<file path="config.mk">
export PLATFORM = sky130hd
export DESIGN_NAME = apb_master_bridge
export DESIGN_NICKNAME = d
export VERILOG_FILES = /design/src/rtl/apb_master_bridge.sv
export SDC_FILE = /design/constraint.sdc
export NUM_CORES = 1
export LEC_CHECK = 0
export CAP_MARGIN = 20
export CORE_MARGIN = 8
export CORE_UTILIZATION = 44
export DETAILED_ROUTE_END_ITERATION = 10
export PLACE_DENSITY = 0.85
export SYNTH_ARGS = -nofsm -noshare
export SYNTH_HDL_FRONTEND = slang
export SYNTH_SLANG_ARGS = --single-unit
</file>
<file path="constraint.sdc">
create_clock -name PCLK -period 5.1 [get_ports PCLK]
set_clock_uncertainty 0.1 [all_clocks]
set_input_delay 0.765 -clock PCLK [delete_from_list [all_inputs] [get_ports PCLK]]
set_output_delay 0.765 -clock PCLK [all_outputs]
set_load 0.02 [all_outputs]
</file>
<file path="src/rtl/apb_master_bridge.sv">
// APB master bridge: turns a valid/ready command stream into APB3 transfers
// with a bounded ACCESS phase and a one-cycle response pulse.
//
// Ports:
//   PCLK, PRESETn                     - clock, async active-low reset
//   req_valid/req_ready               - command handshake
//   req_write, req_addr, req_wdata    - command payload
//   rsp_valid, rsp_rdata, rsp_err     - completion pulse, read data, timeout flag
//   PSEL, PENABLE, PWRITE, PADDR,
//   PWDATA, PRDATA, PREADY            - APB master side
module apb_master_bridge #(
    parameter int DATA_WIDTH = 32,
    parameter int ADDR_WIDTH = 32,
    parameter int TIMEOUT    = 16
) (
    input  logic                  PCLK,
    input  logic                  PRESETn,
    input  logic                  req_valid,
    output logic                  req_ready,
    input  logic                  req_write,
    input  logic [ADDR_WIDTH-1:0] req_addr,
    input  logic [DATA_WIDTH-1:0] req_wdata,
    output logic                  rsp_valid,
    output logic [DATA_WIDTH-1:0] rsp_rdata,
    output logic                  rsp_err,
    output logic                  PSEL,
    output logic                  PENABLE,
    output logic                  PWRITE,
    output logic [ADDR_WIDTH-1:0] PADDR,
    output logic [DATA_WIDTH-1:0] PWDATA,
    input  logic [DATA_WIDTH-1:0] PRDATA,
    input  logic                  PREADY
);

    typedef enum logic [1:0] {
        IDLE   = 2'b00,
        SETUP  = 2'b01,
        ACCESS = 2'b10
    } state_t;

    // Counter value at which a stalled ACCESS cycle becomes the last one.
    localparam logic [7:0] CNT_LAST = 8'(TIMEOUT - 1);

    state_t                state_q, state_d;
    logic [7:0]            cnt_q, cnt_d;
    logic                  pwrite_q, pwrite_d;
    logic [ADDR_WIDTH-1:0] paddr_q, paddr_d;
    logic [DATA_WIDTH-1:0] pwdata_q, pwdata_d;
    logic                  rsp_valid_q, rsp_valid_d;
    logic                  rsp_err_q, rsp_err_d;
    logic [DATA_WIDTH-1:0] rsp_rdata_q, rsp_rdata_d;
    logic                  tmo;

    always_ff @(posedge PCLK or negedge PRESETn) begin
        if (!PRESETn) begin
            state_q     <= IDLE;
            cnt_q       <= '0;
            pwrite_q    <= 1'b0;
            paddr_q     <= '0;
            pwdata_q    <= '0;
            rsp_valid_q <= 1'b0;
            rsp_err_q   <= 1'b0;
            rsp_rdata_q <= '0;
        end else begin
            state_q     <= state_d;
            cnt_q       <= cnt_d;
            pwrite_q    <= pwrite_d;
            paddr_q     <= paddr_d;
            pwdata_q    <= pwdata_d;
            rsp_valid_q <= rsp_valid_d;
            rsp_err_q   <= rsp_err_d;
            rsp_rdata_q <= rsp_rdata_d;
        end
    end

    always_comb begin
        state_d     = state_q;
        cnt_d       = cnt_q;
        pwrite_d    = pwrite_q;
        paddr_d     = paddr_q;
        pwdata_d    = pwdata_q;
        rsp_valid_d = 1'b0;
        rsp_err_d   = 1'b0;
        rsp_rdata_d = '0;
        req_ready   = 1'b0;
        tmo         = !PREADY && (cnt_q == CNT_LAST);

        case (state_q)
            IDLE: begin
                req_ready = 1'b1;
                if (req_valid) begin
                    pwrite_d = req_write;
                    paddr_d  = req_addr;
                    pwdata_d = req_wdata;
                    state_d  = SETUP;
                end
            end
            SETUP: begin
                cnt_d   = '0;
                state_d = ACCESS;
            end
            ACCESS: begin
                if (PREADY || tmo) begin
                    req_ready   = 1'b1;
                    rsp_valid_d = 1'b1;
                    rsp_err_d   = !PREADY;
                    if (PREADY && !pwrite_q) begin
                        rsp_rdata_d = PRDATA;
                    end
                    // A command offered now chains straight into SETUP.
                    if (req_valid) begin
                        pwrite_d = req_write;
                        paddr_d  = req_addr;
                        pwdata_d = req_wdata;
                        state_d  = SETUP;
                    end else begin
                        state_d = IDLE;
                    end
                end else begin
                    cnt_d = cnt_q + 8'd1;
                end
            end
            default: begin
                state_d = IDLE;
            end
        endcase
    end

    assign PSEL      = (state_q == SETUP) || (state_q == ACCESS);
    assign PENABLE   = (state_q == ACCESS);
    assign PWRITE    = pwrite_q;
    assign PADDR     = paddr_q;
    assign PWDATA    = pwdata_q;
    assign rsp_valid = rsp_valid_q;
    assign rsp_err   = rsp_err_q;
    assign rsp_rdata = rsp_rdata_q;

endmodule

</file>
# Yosys cells after proc, flatten, opt, wreduce, memory -nomap -nowiden

Index checks and enable logic that the tools add are counted.

Register bits after elaboration: 109
Word-level logic and storage cells: 50

Add/subtract/negate cells: 1
Eq/ne operators: 6
Mux-type cells: 23
Reductions and logical operators: 12

Operator list:

| operator                                                         | number |
|---|---|
| 32-bit 2-to-1 mux                                                | 7 |
| 32-bit one-hot mux with 2 select lines                           | 2 |
| 8-bit one-hot mux with 2 select lines                            | 1 |
| 8-bit by 1-bit adder with 8-bit output (second input constant)   | 1 |
| 8-bit by 4-bit == test with 1-bit output (second input constant) | 1 |
| 8-bit 2-to-1 mux                                                 | 1 |
| 1-bit 2-to-1 mux                                                 | 7 |
| 2-bit one-hot mux with 3 select lines                            | 1 |
| 2-bit AND reduction                                              | 3 |
| 2-bit 2-to-1 mux                                                 | 2 |
| 2-bit != test (second input constant)                            | 2 |
| 1-bit one-hot mux with 2 select lines                            | 2 |
| 2-bit nonzero test                                               | 2 |
| 2-bit by 1-bit == test with 1-bit output (second input constant) | 1 |
| 2-bit == test (second input constant)                            | 1 |
| 1-bit logical AND                                                | 2 |
| 1-bit zero test                                                  | 2 |
| 2-bit zero test                                                  | 1 |
| 1-bit logical OR                                                 | 2 |
| 2-bit by 1-bit != test with 1-bit output (second input constant) | 1 |

# Logic depth before layout (Yosys ltp)

Gate-level depths: netlist of the first run.

Word-level depth: 5
Depth in mapped cells: 8
Mapped depth without buffers: 6

# Worst setup path after synthesis of the first run

OpenSTA, ideal clock, no wires.

Path kind: reg-to-output
Start: reg cnt_q[0]
End: out req_ready
Arrival: 1343 ps
Required time: 4235 ps
Slack: 2892 ps
Stages on the path, launching flop included: 6
Path buffers: 0
Cell sequence: dfrtp_1 > ha_1 > and3_1 > a21oi_1 > nor2_1 > or2_2

Longest elaborated chain between the ends: 5

RTL lines:

| item                                     | line | source |
|---|---|---|
| from (decl)                              | 45   | `logic [7:0] cnt_q, cnt_d;` |
| from (signal assigned)                   | 66   | `cnt_q <= cnt_d;` |
| 8-bit by 4-bit == test with 1-bit output | 86   | `tmo = !PREADY && (cnt_q == CNT_LAST);` |
| 1-bit logical AND                        | 86   |  |
| 1-bit logical OR                         | 103  | `if (PREADY \|\| tmo) begin` |
| 1-bit 2-to-1 mux                         | 103  |  |
| 1-bit one-hot mux with 2 select lines    | 88   | `case (state_q)` |
| to (decl)                                | 19   | `output logic req_ready,` |

Every way passes these cells.

# Worst setup path in the final report of the first run

Same ends and word-level chain as after synthesis.

==> flow_metrics.tcl, run 1 <==
set metrics [dict create \
    finalHoldViolCount 0 \
    crit_required_ns 4.24 \
    fin_util_pct 68.33 \
    timing.fmax_ghz 0.3157 \
    portBuffers 202 \
    setup_tns_ns 0 \
    drt-pass1-iter-count 4 \
    status "finished clean" \
    antenna_found_initial 0 \
    finalWirelength_um 11570 \
    grt_max_degree 66 \
    clk_pin_slew_ns 0.11 \
    maxSlewViolCount 0 \
    dp.final_hpwl_um 9052 \
    met1_usage_pct 19.88 \
    numCtsBuffers 9 \
    holdCritPathClass "in -> async" \
    grt-busiest-layer "met2" \
    fin_crit_ns 3.168 \
    rsz0062_at_grt "false" \
    cts_tree "built" \
    io_pins 203 \
    gp_congestion 0.7615 \
    synth_warnings 0 \
    postLayoutSetupSlackWorst_ns 1.932 \
    power.density_nw_per_um2 551.7 \
    cts_buffer_depth 2 \
    critical_path_class "reg -> out" \
    place_ws_ns 1.707 \
    cp-start-kind "flip-flop" \
    critPathMaxFanout 5 \
    synth_area_um2 4374 \
    grt_overflow 0 \
    setup_viol 0 \
    die_x_um 115.7 \
    synth_fp_nets 378 \
    post_cts_resized 0 \
    cp-end-kind "output pin" \
    yosysSeqAreaShare_pct 62.36 \
    area_growth_syn_to_layout_pct 51.97 \
    drv_cap 0 \
    h-tree-depth 3 \
    power.total_mw 3.667 \
    antenna_left 0 \
    fillCellCount 704 \
    fin_crit_sh_pct 62.11 \
    grt_pass1_vias 3262 \
    antenna_cells 0 \
    irDropWorstVdd_mv 0.3492 \
    clock-sinks 109 \
    coreArea_um2 9729 \
    critPathArrivalTime_ns 2.30 \
    final_nets 584 \
    drive_above_1_share_pct 18.84 \
    cts_root_buf "clkbuf_8" \
    slew_headroom_pct 41.14 \
    worstMarginPinSlew_ns 0.8808 \
    start_util_pct 44.96 \
    die_area_um2 13390 \
    final_common_cell "clkdlybuf4s50_1" \
    synth_cells 272 \
    die_h_um 115.7 \
    clk_latency_ns 0.35 \
    ctsHoldBuffers 0 \
    wl_per_cell_um 18.78 \
    p_leak_nw 2.931 \
    grt_pass1_wl_um 17970 \
    grt_util_met3_pct 7.035 \
    post_cts_buffers 0 \
    track_usage_pct 17.35 \
    drtIter0Drc 178 \
    vias_per_cell 4.708 \
    via_count 2900 \
    avgSynthCellArea_um2 16.08 \
    remaining_drc_errors 0 \
    grt_use_met2_pct 28.84 \
    num_rows 36 \
    layout_common_cells "clkdlybuf4s50_1, dfrtp_1, mux2_4" \
    synth_cell_type_count 34 \
    yosys_register_bits 109 \
]
registers in the layout (all words and copies together) (netlist names):
| signal | count |
|---|---|
| PADDR | 32 |
| PWDATA | 32 |
| rsp_rdata | 32 |
| cnt_q | 8 |
| state_q | 2 |
| PWRITE | 1 |
| rsp_err | 1 |
| rsp_valid | 1 |
critical path, cell delays in order, from the launching register on:
cell and delay (ns):
dfrtp_1 0.43, ha_1 0.24, and3_1 0.25, a21oi_1 0.15
nor2_1 0.07, or2_2 0.28, clkdlybuf4s50_1 0.54
worst paths after layout:
kind / from / end / slack, ns / cells after the start
worst max-delay path: cnt_q[0] / req_ready / 1.93 / 6
worst min-delay path: PRESETn / PWDATA[16] / 0.37 / 1
worst max register to register: cnt_q[6] / PWDATA[31] / 2.32 / 5
worst min register to register: PADDR[9] / PADDR[9] / 0.42 / 1
max in group asynchronous: PRESETn / PWDATA[15] / 3.40 / 2
min in group PCLK: PADDR[9] / PADDR[9] / 0.42 / 1
cell usage after synthesis:
cell type	number	area share, %
dfrtp_1	109	62
mux2_4	50	17
and2_1	33	4.7
mux2_2	16	4.1
nand2_1	8	0.69
buf_12	6	2.7
ha_1	5	1.4
o21ai_0	5	0.57
a21oi_1	4	0.46
inv_1	4	0.34
nand3_1	4	0.46
clkbuf_1	3	0.26
mux2i_1	2	0.46
nor2_1	2	0.17
or2_2	2	0.29
a211oi_1	1	0.17
a21oi_4	1	0.37
a31oi_1	1	0.14
and3_1	1	0.14
and4_1	1	0.20
buf_4	1	0.17
nand2b_1	1	0.14
nor2_4	1	0.26
nor2b_1	1	0.14
nor3_1	1	0.11
nor3b_1	1	0.17
nor4_1	1	0.14
nor4_4	1	0.49
o211ai_1	1	0.17
o21a_1	1	0.17
o31ai_1	1	0.17
o32ai_1	1	0.20
xnor2_1	1	0.20
xor2_1	1	0.20
cell type report:
cell class | count | area, µm² | share of cell area [%]
sequential | 109 | 2728 | 41.03
timing repair buffer | 205 | 2054 | 30.91
multi-input combinational | 149 | 1498 | 22.53
tap | 133 | 166.4 | 2.503
clock buffer | 11 | 141.4 | 2.127
clock inverter | 5 | 45.04 | 0.6776
inverter | 4 | 15.01 | 0.2259
kinds of logic (layout without fill, tap and decap cells):
family | Yosys count | in the layout | synth area share, %
multiplexers | 68 | 68 | 21.74
flip-flops | 109 | 109 | 62.36
adder cells (fa/ha/maj) | 5 | 5 | 1.430
buffers and inverters | 14 | 225 | 3.518
AND/OR/NAND/NOR | 58 | 58 | 8.124
XOR/XNOR | 2 | 2 | 0.4005
AO/OA/AOI/OAI | 16 | 16 | 2.432
power by group:
part	total (mW)	internal, mW	switching [mW]	leakage (nW)
clock network	0.490	0.198	0.292	0.0916
logic	1.84	1.03	0.812	1.47
registers	1.34	1.16	0.174	1.37
total	3.67	2.39	1.28	2.93
through the flow:
stage               instances  hold slack (ns)  cell area [µm²]
CTS                       616           0.3998             6648
global route              616           0.4348             6648
floorplan                 272           0.3694             4374
detailed placement        600           0.3951             6461
finish                    616           0.3731             6648
global placement          600           0.3893             6461
metal layers:
layer	wire length [µm]	share of wire, %
met5	0	0
met2	5552	48
met1	4543	39
met3	1189	10
met4	285	2.5
(Power assumes the default switching activity.)
==> inputs of run 2 (changes only) <==
--- a/config.mk
+++ b/config.mk
@@ -7,9 +7,9 @@
 export LEC_CHECK = 0
 export CAP_MARGIN = 20
 export CORE_MARGIN = 8
-export CORE_UTILIZATION = 44
+export CORE_UTILIZATION = 41
 export DETAILED_ROUTE_END_ITERATION = 10
-export PLACE_DENSITY = 0.85
+export PLACE_DENSITY = 0.8
 export SYNTH_ARGS = -nofsm -noshare
 export SYNTH_HDL_FRONTEND = slang
 export SYNTH_SLANG_ARGS = --single-unit
==> constraint.sdc (replaced) <==
create_clock -name PCLK -period 2.95 [get_ports PCLK]
set_clock_uncertainty 0.1 [all_clocks]
set_input_delay 0.4425 -clock PCLK [delete_from_list [all_inputs] [get_ports PCLK]]
set_output_delay 0.4425 -clock PCLK [all_outputs]
set_load 0.02 [all_outputs]
==> flow_metrics.tcl, run 2 (synthesis results as in run 1) <==
set metrics [dict create \
    drtIter0Drc 91 \
    ctsHoldBuffers 0 \
    die_x_um 119.3 \
    p_leak_nw 2.977 \
    setup_viol 0 \
    path_depth 6 \
    grt_overflow 0 \
    critPathMaxFanout 5 \
    finalWirelength_um 11860 \
    post_cts_resized 0 \
    drt-pass1-iter-count 4 \
    clkPwrFrac_pct 15.5 \
    reg2reg_depth 5 \
    cp_cell_sequence "ha_1 > and3_1 > a21oi_1 > nor2_1 > or2_2 > dlymetal6s2s_1" \
    grt_pass1_wl_um 18690 \
    setup_tns_ns 0 \
    power.total_mw 6.506 \
    cts_root_buf "clkbuf_8" \
    holdCritPathClass "in -> async" \
    rsz0062_at_grt "false" \
    wl_per_cell_um 19.09 \
    dp.final_hpwl_um 9232 \
    track_usage_pct 16.63 \
    antenna_left 0 \
    grt_pass1_vias 3348 \
    power.switching_mw 2.214 \
    remaining_drc_errors 0 \
    via_count 2895 \
    h-tree-depth 3 \
    p_int_mw 4.292 \
    drv_cap 0 \
    die_h_um 119.3 \
    grt_max_degree 62 \
    clk_latency_ns 0.35 \
    cts_tree "built" \
    timing.fmax_ghz 0.3938 \
    numCtsBuffers 9 \
    cp-end-kind "output pin" \
    crit_family "simple AND/OR/NAND/NOR gates" \
    vias_per_cell 4.662 \
    start_util_pct 42.37 \
    multiInputGateArea_um2 1498 \
    slew_headroom_pct 48.65 \
    maxSlewViolCount 0 \
    portBuffers 202 \
    power.share.switching_pct 34.03 \
    irDropWorstVdd_mv 0.4863 \
    coreArea_um2 10320 \
    clock-sinks 109 \
    critPathArrivalTime_ns 2.00 \
    fillCellCount 779 \
    drive_above_1_share_pct 19.38 \
    path_buf_inv 1 \
    die_area_um2 14230 \
    area_growth_syn_to_layout_pct 54.00 \
    crit_required_ns 2.41 \
    antenna_found_initial 0 \
    p_comb_share_pct 49.2 \
    register_area_um2 2728 \
    final_common_cell "clkdlybuf4s50_1" \
    cts_buffer_depth 2 \
    cpMaxStageDelayCell "dfrtp_1" \
    antenna_cells 0 \
    gp_congestion 0.8292 \
    status "finished clean" \
    seqPwrFrac_pct 35.3 \
    clk_pin_slew_ns 0.11 \
    post_cts_buffers 0 \
    power.density_nw_per_um2 965.8 \
    num_rows 37 \
    layout_common_cells "clkdlybuf4s50_1, dfrtp_1, mux2_4" \
    fin_util_pct 65.25 \
    io_pins 203 \
    final_nets 586 \
    worstMarginPinSlew_ns 0.7702 \
    cp-start-kind "flip-flop" \
    critical_path_class "reg -> out" \
    max_stage_delay_ns 0.44 \
    fin_crit_sh_pct 86.07 \
    finalHoldViolCount 0 \
    fin_crit_ns 2.539 \
]
==> run 2: cell count changes in the layout (fill, tap and decap cells not counted) <==
cell | previous run | this run
buf_12 | 1 | 3
bufinv_16 | 0 | 2
clkbuf_1 | 1 | 0
clkbuf_8 | 10 | 9
clkdlybuf4s50_1 | 201 | 200
clkinv_4 | 3 | 1
dlymetal6s2s_1 | 0 | 1
inv_6 | 0 | 2
==> run 2: worst register-to-register path: cells and delay by family (launching register included) <==
| kind | cells | cell delay (ns) |
|---|---|---|
| buffers and inverters | 1 | 0.37 |
| and+or+nand+nor | 2 | 0.63 |
| muxes | 1 | 0.40 |
| DFF | 1 | 0.49 |
| AOI/OAI and AO/OA | 1 | 0.16 |
==> run 2: power groups by stage <==
stage	logic, mW	clock network, mW	registers (mW)
finish	3.20	1.01	2.30
global route	3.38	1.09	2.37
CTS	3.26	1.05	2.30
detailed placement	3.24	0	2.33
global placement	3.20	0	2.30
floorplan	1.27	0	2.92
==> run 2: metrics by stage <==
stage | hold WS, ns | setup slack [ns] | cell area, µm² | instances
global placement | 0.3891 | 0.4578 | 6505 | 605
detailed placement | 0.3929 | 0.4556 | 6505 | 605
floorplan | 0.04691 | 0.8905 | 4374 | 272
global route | 0.1011 | 0.3095 | 6736 | 621
CTS | 0.06494 | 0.04955 | 6734 | 621
finish | 0.04275 | 0.4108 | 6736 | 621
==> run 2: worst paths after layout <==
check / from / endpoint / slack (ns)
worst max-delay path: cnt_q[0] / req_ready / 0.41
worst min-delay path: PRESETn / PWDATA[30] / 0.04
worst max register to register: cnt_q[4] / PADDR[11] / 0.70
worst min register to register: PADDR[31] / PADDR[31] / 0.42
max in group asynchronous: PRESETn / cnt_q[1] / 1.97
min in group PCLK: PADDR[31] / PADDR[31] / 0.42
==> run 2: per-layer routing <==
metal | GRT usage, % | routed length [µm] | vias up
li1 | - | - | 1337
met1 | 18.60 | 4656 | 1403
met2 | 27.96 | 5819 | 143
met3 | 7.889 | 1232 | 12
met4 | 4.450 | 147 | 0
met5 | 0 | 0 | -
==> run 2: cell type report <==
| class | count | area share, % |
|---|---|---|
| Clock buffer | 9 | 1.839 |
| Clock inverter | 7 | 1.560 |
| Inverter | 4 | 0.2229 |
| Multi-Input combinational cell | 149 | 22.23 |
| Sequential cell | 109 | 40.49 |
| Tap cell | 136 | 2.526 |
| Timing Repair Buffer | 207 | 31.13 |
